`config.mk`:
```
export PLATFORM = sky130hd
export DESIGN_NAME = riscv_mem_arbiter_flat
export DESIGN_NICKNAME = d
export VERILOG_FILES = /design/src/rtl/riscv_mem_pkg.sv /design/src/rtl/riscv_mem_arbiter_if.sv /design/src/rtl/riscv_arb_rr2.sv /design/src/rtl/riscv_mem_arbiter.sv /design/src/flat_wrapper.sv
export SDC_FILE = /design/constraint.sdc
export NUM_CORES = 1
export LEC_CHECK = 0
export CORE_AREA = 2 2 313 315
export CTS_BUF_LIST = sky130_fd_sc_hd__clkbuf_8
export CTS_CLUSTER_DIAMETER = 60
export CTS_CLUSTER_SIZE = 25
export DETAILED_ROUTE_END_ITERATION = 10
export DIE_AREA = 0 0 315 317
export DONT_BUFFER_PORTS = 1
export GPL_TIMING_DRIVEN = 0
export PLACE_DENSITY = 0.3
export SETUP_SLACK_MARGIN = 0.15
export SYNTH_ARGS = -nofsm -noshare
export SYNTH_HDL_FRONTEND = slang
export SYNTH_SLANG_ARGS = --single-unit
```
`constraint.sdc`:
```
create_clock -name i_riscv_arb_clk -period 1.4 [get_ports i_riscv_arb_clk]
set_input_delay 0.14 -clock i_riscv_arb_clk [delete_from_list [all_inputs] [get_ports i_riscv_arb_clk]]
set_output_delay 0.14 -clock i_riscv_arb_clk [all_outputs]
set_load 0.05 [all_outputs]
```
`src/rtl/riscv_mem_pkg.sv`:
```
// Shared types and sizes for the two-port refill arbiter.
package riscv_mem_pkg;

  localparam int unsigned DATA_WIDTH = 128;
  localparam int unsigned S_ADDR     = 10;

  typedef enum logic [2:0] {
    StIdle,
    StBusyI,
    StBusyD,
    StRespI,
    StRespD
  } arb_state_e;

  typedef enum logic {
    GNT_I = 1'b0,
    GNT_D = 1'b1
  } grant_e;

  typedef enum logic {
    OP_RD = 1'b0,
    OP_WR = 1'b1
  } op_e;

endpackage

```
`src/rtl/riscv_mem_arbiter_if.sv`:
```
// Line-transfer port: the requester side is master, the servicing side is slave.
interface riscv_mem_arbiter_if;
  import riscv_mem_pkg::*;

  logic                  rden;
  logic                  wren;
  logic [S_ADDR-1:0]     addr;
  logic [DATA_WIDTH-1:0] wdata;
  logic                  ready;
  logic [DATA_WIDTH-1:0] rdata;

  modport master (
    output rden,
    output wren,
    output addr,
    output wdata,
    input  ready,
    input  rdata
  );

  modport slave (
    input  rden,
    input  wren,
    input  addr,
    input  wdata,
    output ready,
    output rdata
  );

endinterface

```
`src/rtl/riscv_arb_rr2.sv`:
```
// Two-input round-robin picker; on a tie the side not granted last wins.
module riscv_arb_rr2
  import riscv_mem_pkg::*;
(
  input  logic   clk,
  input  logic   rst,
  input  logic   req_imem,
  input  logic   req_dmem,
  input  logic   grant_en,
  output grant_e grant
);

  grant_e last_grant;

  always_comb begin
    grant = GNT_I;
    if (req_dmem && (!req_imem || (last_grant == GNT_I))) begin
      grant = GNT_D;
    end
  end

  always_ff @(posedge clk) begin
    if (rst) begin
      last_grant <= GNT_I;
    end else if (grant_en) begin
      last_grant <= grant;
    end
  end

endmodule

```
`src/rtl/riscv_mem_arbiter.sv`:
```
// I/D refill arbiter onto one line memory port; one transaction in flight,
// memory-side strobes and requester ready pulses are registered.
module riscv_mem_arbiter
  import riscv_mem_pkg::*;
(
  input logic                 i_riscv_arb_clk,
  input logic                 i_riscv_arb_rst,
  riscv_mem_arbiter_if.slave  imem,
  riscv_mem_arbiter_if.slave  dmem,
  riscv_mem_arbiter_if.master mem
);

  arb_state_e            state_q;
  logic                  mem_rden_q;
  logic                  mem_wren_q;
  logic                  imem_ready_q;
  logic                  dmem_ready_q;
  logic [S_ADDR-1:0]     addr_q;
  logic [DATA_WIDTH-1:0] wdata_q;
  logic [DATA_WIDTH-1:0] rdata_q;

  logic   imem_req;
  logic   dmem_req;
  logic   grant_en;
  op_e    dmem_op;
  grant_e grant;

  // A D-side request with both strobes set is a writeback.
  always_comb begin
    imem_req = imem.rden;
    dmem_req = dmem.rden | dmem.wren;
    dmem_op  = dmem.wren ? OP_WR : OP_RD;
    grant_en = (state_q == StIdle) && (imem_req || dmem_req);
  end

  riscv_arb_rr2 u_rr2 (
    .clk      (i_riscv_arb_clk),
    .rst      (i_riscv_arb_rst),
    .req_imem (imem_req),
    .req_dmem (dmem_req),
    .grant_en (grant_en),
    .grant    (grant)
  );

  always_ff @(posedge i_riscv_arb_clk) begin
    if (i_riscv_arb_rst) begin
      state_q      <= StIdle;
      mem_rden_q   <= 1'b0;
      mem_wren_q   <= 1'b0;
      imem_ready_q <= 1'b0;
      dmem_ready_q <= 1'b0;
      addr_q       <= '0;
      wdata_q      <= '0;
      rdata_q      <= '0;
    end else begin
      imem_ready_q <= 1'b0;
      dmem_ready_q <= 1'b0;
      unique case (state_q)
        StIdle: begin
          if (grant_en) begin
            if (grant == GNT_I) begin
              state_q    <= StBusyI;
              mem_rden_q <= 1'b1;
              mem_wren_q <= 1'b0;
              addr_q     <= imem.addr;
            end else begin
              state_q    <= StBusyD;
              mem_rden_q <= (dmem_op == OP_RD);
              mem_wren_q <= (dmem_op == OP_WR);
              addr_q     <= dmem.addr;
              wdata_q    <= dmem.wdata;
            end
          end
        end
        StBusyI, StBusyD: begin
          if (mem.ready) begin
            rdata_q    <= mem.rdata;
            mem_rden_q <= 1'b0;
            mem_wren_q <= 1'b0;
            if (state_q == StBusyI) begin
              state_q      <= StRespI;
              imem_ready_q <= 1'b1;
            end else begin
              state_q      <= StRespD;
              dmem_ready_q <= 1'b1;
            end
          end
        end
        // Ready is already high for this cycle; no grant is made here.
        StRespI, StRespD: state_q <= StIdle;
        default:          state_q <= StIdle;
      endcase
    end
  end

  assign mem.rden   = mem_rden_q;
  assign mem.wren   = mem_wren_q;
  assign mem.addr   = addr_q;
  assign mem.wdata  = wdata_q;
  assign imem.ready = imem_ready_q;
  assign dmem.ready = dmem_ready_q;
  assign imem.rdata = rdata_q;
  assign dmem.rdata = rdata_q;

endmodule
```
`src/flat_wrapper.sv`:
```
// flat-port wrapper written by rule: the top's interface ports become plain ports
module riscv_mem_arbiter_flat import riscv_mem_pkg::*;
  (i_riscv_arb_clk, i_riscv_arb_rst, imem_rden, imem_wren, imem_addr, imem_wdata, imem_ready, imem_rdata, dmem_rden, dmem_wren, dmem_addr, dmem_wdata, dmem_ready, dmem_rdata, mem_rden, mem_wren, mem_addr, mem_wdata, mem_ready, mem_rdata);
  riscv_mem_arbiter_if imem_i ();
  riscv_mem_arbiter_if dmem_i ();
  riscv_mem_arbiter_if mem_i ();
  input logic i_riscv_arb_clk;
  input logic i_riscv_arb_rst;
  input wire logic [$bits(imem_i.rden)-1:0] imem_rden;
  input wire logic [$bits(imem_i.wren)-1:0] imem_wren;
  input wire logic [$bits(imem_i.addr)-1:0] imem_addr;
  input wire logic [$bits(imem_i.wdata)-1:0] imem_wdata;
  output wire logic [$bits(imem_i.ready)-1:0] imem_ready;
  output wire logic [$bits(imem_i.rdata)-1:0] imem_rdata;
  input wire logic [$bits(dmem_i.rden)-1:0] dmem_rden;
  input wire logic [$bits(dmem_i.wren)-1:0] dmem_wren;
  input wire logic [$bits(dmem_i.addr)-1:0] dmem_addr;
  input wire logic [$bits(dmem_i.wdata)-1:0] dmem_wdata;
  output wire logic [$bits(dmem_i.ready)-1:0] dmem_ready;
  output wire logic [$bits(dmem_i.rdata)-1:0] dmem_rdata;
  output wire logic [$bits(mem_i.rden)-1:0] mem_rden;
  output wire logic [$bits(mem_i.wren)-1:0] mem_wren;
  output wire logic [$bits(mem_i.addr)-1:0] mem_addr;
  output wire logic [$bits(mem_i.wdata)-1:0] mem_wdata;
  input wire logic [$bits(mem_i.ready)-1:0] mem_ready;
  input wire logic [$bits(mem_i.rdata)-1:0] mem_rdata;
  assign imem_i.rden = imem_rden;
  assign imem_i.wren = imem_wren;
  assign imem_i.addr = imem_addr;
  assign imem_i.wdata = imem_wdata;
  assign imem_ready = imem_i.ready;
  assign imem_rdata = imem_i.rdata;
  assign dmem_i.rden = dmem_rden;
  assign dmem_i.wren = dmem_wren;
  assign dmem_i.addr = dmem_addr;
  assign dmem_i.wdata = dmem_wdata;
  assign dmem_ready = dmem_i.ready;
  assign dmem_rdata = dmem_i.rdata;
  assign mem_rden = mem_i.rden;
  assign mem_wren = mem_i.wren;
  assign mem_addr = mem_i.addr;
  assign mem_wdata = mem_i.wdata;
  assign mem_i.ready = mem_ready;
  assign mem_i.rdata = mem_rdata;
  riscv_mem_arbiter u_core (.i_riscv_arb_clk(i_riscv_arb_clk), .i_riscv_arb_rst(i_riscv_arb_rst), .imem(imem_i), .dmem(dmem_i), .mem(mem_i));
endmodule
```
==> results of run 1 <==
timing repair:
item                                   4_1_cts  5_1_grt
endpoints found under the hold margin      272        0
hold buffers                               280        0
pin swaps                                    4       18
gates resized for setup                    389      163
setup endpoints to repair                  670      670
cloned                                       1        2
setup buffers                               11        5
flip-flops by register name, summed over array words and instances, names as in the netlist:
signal and flops:
u_core.dmem.rdata 128, u_core.mem.addr 10, u_core.dmem.ready 1, u_core.mem.wren 1, u_core.mem.wdata 128, u_core.imem.ready 1
u_core.state_q 3, u_core.u_rr2.last_grant 1, u_core.mem.rden 1
how the worst max path moves through the flow:
stage	endpoint	slack, ns
after global routing	u_core.mem.wdata[105]	-0.34
after CTS	u_core.mem.wdata[93]	-0.29
final	u_core.mem.wdata[38]	-0.28
after global placement	u_core.dmem.rdata[0]	-1.75
after detailed placement	u_core.dmem.rdata[2]	-1.26
after floorplan	u_core.mem.wdata[101]	-0.02
power breakdown:
group	switching (mW)	total [mW]	leakage, nW	internal, mW
sequential	3.44	12.0	2.33	8.56
combinational	4.26	7.04	3.75	2.78
clock	4.04	8.05	0.491	4.00
total	11.7	27.1	6.58	15.3
per-layer routing:
| metal | share of wire [%] | vias to the layer above |
|---|---|---|
| met1 | 37 | 5773 |
| met4 | 4.0 | 4 |
| met5 | 0.054 | - |
| li1 | - | 5548 |
| met3 | 9.7 | 92 |
| met2 | 49 | 588 |
cell families after synthesis:
group	after synthesis	share of synthesized area (%)
DFF	274	47.9
xor gates and xnor gates	2	0.219
muxes	2	0.175
and+or+nand+nor	295	13.0
buffers and inverters	281	14.2
AOI/OAI and AO/OA	543	24.5
cell usage after synthesis, drive strengths merged:
| cell type | number |
|---|---|
| a211oi | 1 |
| a21oi | 268 |
| a221o | 1 |
| a2bb2oi | 1 |
| a311oi | 10 |
| a32oi | 1 |
| and3 | 2 |
| and4 | 1 |
| buf | 190 |
| clkbuf | 89 |
| dfxtp | 274 |
| inv | 2 |
| mux2i | 2 |
| nand2 | 24 |
| nand2b | 2 |
| nand3 | 256 |
| nor2 | 2 |
| nor2b | 2 |
| nor3 | 2 |
| nor4 | 1 |
| o2111ai | 1 |
| o21ai | 257 |
| o21bai | 1 |
| o2bb2ai | 1 |
| o311a | 1 |
| or3 | 2 |
| or4 | 1 |
| xnor2 | 1 |
| xor2 | 1 |
placed cells by master, fill, tap and decap left out, drive strengths merged, types with 2 or more instances in the layout:
| master | count |
|---|---|
| buf | 210 |
| o21ai | 257 |
| nor2b | 2 |
| and3 | 2 |
| clkbuf | 136 |
| dlygate4sd3 | 280 |
| nor2 | 2 |
| a311oi | 10 |
| nand3 | 256 |
| or3 | 2 |
| diode | 7 |
| dfxtp | 274 |
| clkinv | 4 |
| nand2b | 2 |
| bufinv | 3 |
| clkinvlp | 3 |
| nand2 | 24 |
| nor3 | 2 |
| inv | 15 |
| mux2i | 2 |
| a21oi | 268 |
worst reg2reg max path, stage by stage, from the launching register on:
cell	delay (ns)
dfxtp_2	0.32
buf_6	0.13
or3_4	0.50
clkbuf_16	0.25
buf_8	0.15
o21ai_1	0.13
a21oi_1	0.09
cell type report:
type	instances	share of cell area [%]
diodes	7	0.0939
plain buffers	277	13.6
clock buffers	50	3.69
clock inverters	23	1.48
inverters	2	0.0402
multi-input cells	842	24.6
flip-flops and latches	274	31.6
well taps	1276	8.56
repair buffers	299	16.3
==> metrics.cfg, run 1 <==
[timing]
fmax_ghz = 0.595
maxSlewHeadroom_pct = 45.8
period_needed_ns = 1.68
rsz0062_at_grt = yes
fin_skew_ns = 0.0281
final-hold-violation-count = 0
holdWs_ns = 0.0289
finalCritPeriodShare_pct = 120
setup-tns-final_ns = -60.97
final-setup-viol-count = 524
worstMarginPinSlew_ns = 0.813
drv_slew = 0
setup_ws_ns = -0.282

[final_layout]
fin_util_pct = 19.4
multiInputGateArea_sq_um = 4590
seqCellArea_sq_um = 5900
num-fill-cells = 10700
fin_nets = 2147
synthToLayoutAreaGrowth_pct = 63.1
final_layout_size_suffix_gt1_share_pct = 30.9
fin_cells = 3050
fin_area_sq_um = 18700

[setup_path]
path_cells = buf_6 > or3_4 > clkbuf_16 > buf_8 > o21ai_1 > a21oi_1
cp-end-kind = register
critPathSlowestCell = or3_4
path_buf_inv = 3
crit_path_start_kind = register
cp_data_arrival_time_ns = 2.19
startpoint = u_core.state_q[2]
path_class = register to register
cp.depth = 6
worstReg2RegEnd = u_core.mem.wdata[38]
regToRegSetupSlack_ns = -0.28
worstPathRequired_ns = 1.91
crit_path_max_incr_delay_ns = 0.50
r2r_cells = 6
cp_max_fo = 10
r2r-start = u_core.state_q[2]
cp_top_family = buffers and inverters

[power_and_ir_drop]
total_power_mw = 27.1
powerDensity_nw_per_um2 = 1450
peakVddDrop_mv = 0.806
p_leak_nw = 6.58

[synthesis]
synth_cell_types = 35
syn_avg_cell_area_sq_um = 8.19
netlist_instances = 1397
yosys-top-cells-area = dfxtp_1, a21oi_1, o21ai_0
yosysSeqAreaShare_pct = 47.9
synth_seq_cells = 274
syn_area_sq_um = 11400
yosys.area.top_type = dfxtp_1
yosysTopAreaCellShare_pct = 47.9
syn_nets = 1808
yosys_warnings = 0

[grt]
grtUsageTotal_pct = 11.8
use_met2_pct = 20.5
antenna_found_initial = 9
grt_use_met3_pct = 4.32
use_met1_pct = 12.6
gr-max-usage-layer = met2
first_global_vias = 12000
grt_max_degree = 15
overflow = 0
grt_first_pass_wirelength_mm = 85.4

[routing]
vias = 12000
wl_mm = 63.0
post_drt_wl_per_cell_um = 20.6
drtAntennaViolNets = 0
viasPerCell = 3.94
route.detailed.drc = 0
detail_route.iter0.violations = 452
first_pass_iters = 5

[clock_tree]
root_buffer = clkbuf_8
cts_max_level = 2
max-clock-path-buffers = 3
cts_buffers = 40
path_clk_slew_ns = 0.09
tritoncts = built
clock_latency_ns = 0.65
cts.sinks = 274

[job]
cap_violations = 0

[floorplan]
io_pins = 809
die_h_um = 317
num_rows = 114
die_area_sq_um = 99900
start_util_pct = 11.9
die_x_um = 315
core_area_sq_um = 96300

[hold_path]
hold_depth = 4
hp-class = input pin to register
min_from = imem_rden
min_to = u_core.mem.addr[5]

[placed_design]
hpwlAfterDp_mm = 48.7
placed_area_sq_um = 13200
post-place-ws_ns = -1.26
placed_cells = 2673
portBuffers = 0
place_congestion = 0.906

[outcome]
status = finished with violations
violations = setup timing

Note: power is estimated with default switching activity, not from simulation.
==> inputs of run 2 (changes only) <==
--- a/config.mk
+++ b/config.mk
@@ -5,12 +5,13 @@
 export SDC_FILE = /design/constraint.sdc
 export NUM_CORES = 1
 export LEC_CHECK = 0
-export CORE_AREA = 2 2 313 315
+export ABC_AREA = 1
+export CORE_AREA = 2 2 312 314
 export CTS_BUF_LIST = sky130_fd_sc_hd__clkbuf_8
 export CTS_CLUSTER_DIAMETER = 60
 export CTS_CLUSTER_SIZE = 25
 export DETAILED_ROUTE_END_ITERATION = 10
-export DIE_AREA = 0 0 315 317
+export DIE_AREA = 0 0 314 316
 export DONT_BUFFER_PORTS = 1
 export GPL_TIMING_DRIVEN = 0
 export PLACE_DENSITY = 0.3
==> metrics.cfg, run 2 <==
[synthesis]
synth_compound_area_share_pct = 12.7  ; -12 points
yosysTopAreaCellShare_pct = 51.2  ; +3.3 points
syn_avg_cell_area_sq_um = 7.78  ; -5.0%
async_reset_ff_share_pct = 0  ; unchanged
synthMuxAreaShare_pct = 0  ; -0.17 points
yosysSeqAreaShare_pct = 51.2  ; +3.3 points
synth_cell_types = 20  ; -43%
synth-edff-count = 0  ; unchanged
yosys_warnings = 0  ; unchanged
syn_nets = 1787  ; -1.2%
syn_area_sq_um = 10700  ; -6.4%
yosys-top-cells-area = dfxtp_1, nor2_1, o21ai_0
synth_commonest_cells = nor2_1, dfxtp_1, o21ai_0
synth_adder_area_share_pct = 0  ; unchanged
yosys.area.top_type = dfxtp_1
yosys.area_share.simple_pct = 21.3  ; +8.3 points
yosysMostFrequentCell = nor2_1
synthFlopType = dfxtp_1
synth_top_family_by_area = simple AND/OR/NAND/NOR gates
synth_seq_cells = 274  ; unchanged
synth_xor_area_share_pct = 0  ; -0.22 points
netlist_instances = 1376  ; -1.5%

[timing]
rsz0062_at_grt = yes
worstMarginPinSlew_ns = 0.983  ; +0.170 ns
period_needed_ns = 1.61  ; -0.0703 ns
setup_ws_ns = -0.212  ; +0.0703 ns
finalCritPeriodShare_pct = 115  ; -5.0 points
maxSlewHeadroom_pct = 34.5  ; -11 points
final-setup-viol-count = 372  ; -29%
holdWs_ns = 0.0591  ; +0.0302 ns
final-hold-violation-count = 0  ; unchanged
fmax_ghz = 0.620  ; +4.4%
drv_slew = 0  ; unchanged
fin_skew_ns = 0.0596  ; +0.0316 ns

[floorplan]
die_h_um = 316  ; -0.32%
start_util_pct = 11.2  ; -0.73 points
core_area_sq_um = 96000  ; -0.30%
die_x_um = 314  ; -0.32%
die_area_sq_um = 99200  ; -0.63%
io_pins = 809  ; unchanged
num_rows = 114  ; unchanged

[final_layout]
layout_common_cells = nor2_1, dlygate4sd3_1, dfxtp_4
num-fill-cells = 10300  ; -4.2%
final_common_cell = nor2_1
final_layout_size_suffix_gt1_share_pct = 52.2  ; +21 points
seqCellArea_sq_um = 6510  ; +10%
synthToLayoutAreaGrowth_pct = 105
fin_area_sq_um = 21900  ; +18%
fin_nets = 2198  ; +2.4%
multiInputGateArea_sq_um = 5300  ; +15%

[placed_design]
hpwlAfterDp_mm = 40.6  ; -17%
placed_area_sq_um = 12300  ; -6.9%
place_congestion = 0.804  ; -11%
portBuffers = 0  ; unchanged
post-place-ws_ns = -0.883  ; +0.377 ns

[routing]
vias = 10900  ; -9.5%
first_pass_iters = 5  ; unchanged
detail_route.iter0.violations = 377  ; -17%
post_drt_wl_per_cell_um = 18.1  ; -12%
wl_mm = 56.4  ; -10%
viasPerCell = 3.50  ; -11%
route.detailed.drc = 0  ; unchanged
drtAntennaViolNets = 0  ; unchanged

[clock_tree]
max-clock-path-buffers = 3  ; unchanged
clock_latency_ns = 0.67  ; +0.02 ns
tritoncts = built
cts_buffers = 39  ; -2.5%
cts_max_level = 2  ; unchanged
path_clk_slew_ns = 0.07  ; -0.02 ns
root_buffer = clkbuf_8
cts.sinks = 274  ; unchanged

[outcome]
violations = setup timing
status = finished with violations

[power_and_ir_drop]
switching_share_pct = 51.1  ; +7.7 points
p_switching_mw = 27.8  ; +140%
p_int_mw = 26.6  ; +74%
peakVddDrop_mv = 1.39  ; +73%
p_leak_nw = 8.25  ; +25%
powerDensity_nw_per_um2 = 2480  ; +71%
comb_power_share_pct = 43.3  ; +17 points
total_power_mw = 54.4  ; +100%
seqPwrFrac_pct = 43.4  ; -0.9 points
clkPwrFrac_pct = 13.3  ; -16 points

[setup_path]
critPathSlowestCell = dfxtp_4
cp_data_arrival_time_ns = 2.12  ; -0.07 ns
cp-end-kind = register
worstPathRequired_ns = 1.91  ; about the same
cp_max_fo = 7  ; -3
cp_common_cell = nand2_4
path_class = register to register
crit_path_start_kind = register
crit_path_max_incr_delay_ns = 0.37  ; -0.13 ns
cp_top_family = buffers and inverters
path_buf_inv = 3  ; unchanged
path_cells = nor2_4 > nand2_4 > nand2_4 > nand2_8 > buf_12 > buf_16 > buf_8 > o21ai_4 > nor2_1

[grt]
grt_first_pass_wirelength_mm = 76.2  ; -11%
grtUsageTotal_pct = 10.5  ; -1.3 points
antenna_found_initial = 19  ; +10
grt_max_degree = 17  ; +2
first_global_vias = 10900  ; -8.8%
overflow = 0  ; unchanged

[job]
cap_violations = 0  ; unchanged

[hold_path]
hp-class = input pin to register

## run 2: cell types whose count changed after synthesis, moves of 23 or more
cell and delta:
buf_6 +23, clkbuf_1 -55, a21oi_1 -253, buf_2 -32, nand3_1 -250, nor2_1 +519
nand2_1 +38
## run 2: routing by layer
layer / wire [um] / global-route usage (%) / up-vias
met5: 49 / 0 / -
met3: 4670 / 3.94 / 86
met1: 22500 / 12.2 / 5142
li1: - / - / 5154
met2: 27600 / 17.6 / 472
met4: 1620 / 3.70 / 8
## run 2: power by group through the flow
stage	clock network (mW)	registers (mW)	logic, mW
2_1_floorplan	0	20.1	10.4
3_3_place_gp	0	21.5	12.4
3_5_place_dp	0	21.5	12.5
4_1_cts	7.65	22.6	19.9
5_1_grt	7.98	24.0	25.0
6_report	7.23	23.6	23.5
## run 2: layout make-up
class                           instances  share of cell area [%]
Timing Repair Buffer                  370                    20.6
Buffer                                217                    13.8
Clock buffer                           43                    2.70
Inverter                               15                   0.405
Clock inverter                         28                    1.25
Antenna cell                           13                   0.148
Multi-Input combinational cell        870                    24.1
Tap cell                             1276                    7.28
Sequential cell                       274                    29.7
## run 2: worst paths after layout
check                                          endpoint  slack, ns               startpoint  cells past startpoint
worst min-delay path                  u_core.state_q[1]       0.06                dmem_rden                      6
worst max-delay path              u_core.dmem.rdata[26]      -0.21        u_core.state_q[2]                      9
worst min register to register  u_core.u_rr2.last_grant       0.48  u_core.u_rr2.last_grant                      2
worst max register to register    u_core.dmem.rdata[26]      -0.21        u_core.state_q[2]                      9
## run 2: logic make-up (layout without fill, tap and decap cells)
kind of cell	count (synthesis)	count (layout)
AND/OR/NAND/NOR	598	598
flip-flops	274	274
AO/OA/AOI/OAI	272	272
buffers and inverters	232	673
other	0	13
## run 2: worst register-to-register path: cells and delay by family, from the launching register on
| kind | cells | cell delay, ns |
|---|---|---|
| AO/OA/AOI/OAI | 1 | 0.17 |
| buffers and inverters | 3 | 0.52 |
| flip-flops | 1 | 0.37 |
| AND/OR/NAND/NOR | 5 | 0.46 |
## run 2: timing repair
action,in CTS,in global routing
hold buffers,280,0
setup buffers,30,23
resized for setup,919,753
endpoints found under the setup margin,670,672
pin swaps,73,136
endpoints found under the hold margin,273,0
gates cloned,25,12
## run 2: stage by stage
step           util (%)  instances  setup TNS [ns]
4_1_cts            20.4       3058          -60.56
2_1_floorplan         -       1376               0
3_3_place_gp       12.8       2652          -74.92
5_1_grt            22.8       3099          -59.41
6_report           22.9       3106          -29.08
3_5_place_dp       12.8       2652          -78.38
==> RTL edit, RTL diff (config.mk and constraints of run 1) <==
Make the reset (`i_riscv_arb_rst` and `rst`) asynchronous in 2 clocked blocks.
--- a/src/rtl/riscv_arb_rr2.sv
+++ b/src/rtl/riscv_arb_rr2.sv
@@ -21,3 +21,3 @@
 
-  always_ff @(posedge clk) begin
+  always_ff @(posedge clk or posedge rst) begin
     if (rst) begin
--- a/src/rtl/riscv_mem_arbiter.sv
+++ b/src/rtl/riscv_mem_arbiter.sv
@@ -44,3 +44,3 @@
 
-  always_ff @(posedge i_riscv_arb_clk) begin
+  always_ff @(posedge i_riscv_arb_clk or posedge i_riscv_arb_rst) begin
     if (i_riscv_arb_rst) begin
Check against the original RTL: differs if i_riscv_arb_rst is asserted again (counterexample within 4 cycles, from zero or initial values and one cycle with i_riscv_arb_rst high); with i_riscv_arb_rst held inactive, the same outputs for 4 cycles.
==> RTL edit against run 1 <==
- the flow still finishes with violations (negative setup slack)
- wire length is 31% lower
- area after synthesis is 2.9% higher
- via count is 38% lower
- sequential cell count stayed put
- design area is 6.4% higher
- worst hold slack better by 0.078 ns
- setup slack worse by 0.048 ns
- largest cell class unchanged
Power is left out: the tool's default activity adds up to more than one toggle a clock period on the data nets, which glitch-free logic cannot reach.
==> RTL edit: results (changes against run 1) <==
- Number of library cell types mapped by synthesis: 25 (-29%)
- Fill count: 10187 (-5.1%)
- Layout clock buffers: 39 (-22%)
- Repair and plain buffers: 479 (-17%)
- Crit path max-delay cell type: dfrtp_1
- Worst-case clock skew: 0.0277 ns (-0.000338 ns)
- Hold buffers post-CTS: 281 (+0.36%)
- Post-Route M1 WL: 16600 um (-28%)
- Final WS setup: -0.330 ns (-0.0484 ns)
- Met1 usage: 9.23% (-3.4 points)
- Worst r2r path cells: 7 (+1)
- Register area: 7240 um2 (+23%)
- Critical path peak fanout: 9 (-1)
- Num CTS Buffers: 35 (-13%)
- Global-route usage over all layers: 8.13% (-3.6 points)
- Fraction of area in multi-input gates: 21.5% (-3.1 points)
- First-pass GRT wire length: 60000 um (-30%)
- Final setup violation count: 395 (-25%)
- Failing checks: negative setup slack
- Critical Path Max Stage Delay: 0.38 ns (-0.12 ns)
- Run status: finished with violations
- HPWL after DPL: 31700 um (-35%)
- Vias in the first global route: 8553 (-28%)
- Slew margin rel.: 52.0% (+6.2 points)
- Multiplexer area fraction after synthesis: 28.6% (+28 points)
- ClkCell Share: 3.91% (-1.3 points)
- R2r endpoint: u_core.dmem.rdata[85]
- Synth Area in Compound Gates: 1.39% (-23 points)
- ANT cells: 1 (-6)
- Largest net degree at the start of global routing: 42 (+27)
- Vias per inst: 3.08 (-22%)
- Met2 WL post-DR: 21500 um (-31%)
- Vias: 7415 (-38%)
- Inverters: 3 (+1)
- Post-Synth XOR/XNOR Area: 0.138% (-0.081 points)
- Hold WS: 0.107 ns (+0.0785 ns)
- First-pass DRT Iterations: 4 (-1)
- Synth top area cells: dfrtp_1, mux2_2, mux2_4
- Drt total wl: 43300 um (-31%)
[RTL edit: changes by cell type after synthesis, moves of 10 or more]
cell      change
dfrtp_1     +274
buf_6        +18
a21oi_1     -245
a311oi_1     -10
nand2_1      -23
dfxtp_1     -274
mux2_4      +100
nand3_1     -255
o21ai_0     -252
buf_2        -57
mux2_2      +147
clkbuf_1     -86
[RTL edit: worst max path at each step]
stage,startpoint,to,slack (ns),cells after the start
2_1_floorplan,i_riscv_arb_rst,u_core.dmem.rdata[0],-2.36,1
3_5_place_dp,u_core.state_q[2],u_core.dmem.rdata[43],-0.66,5
5_1_grt,u_core.state_q[0],u_core.dmem.rdata[41],-0.39,7
6_report,u_core.state_q[1],u_core.dmem.rdata[85],-0.33,7
3_3_place_gp,i_riscv_arb_rst,u_core.mem.wdata[82],-4.41,1
4_1_cts,u_core.state_q[1],u_core.dmem.rdata[41],-0.38,7
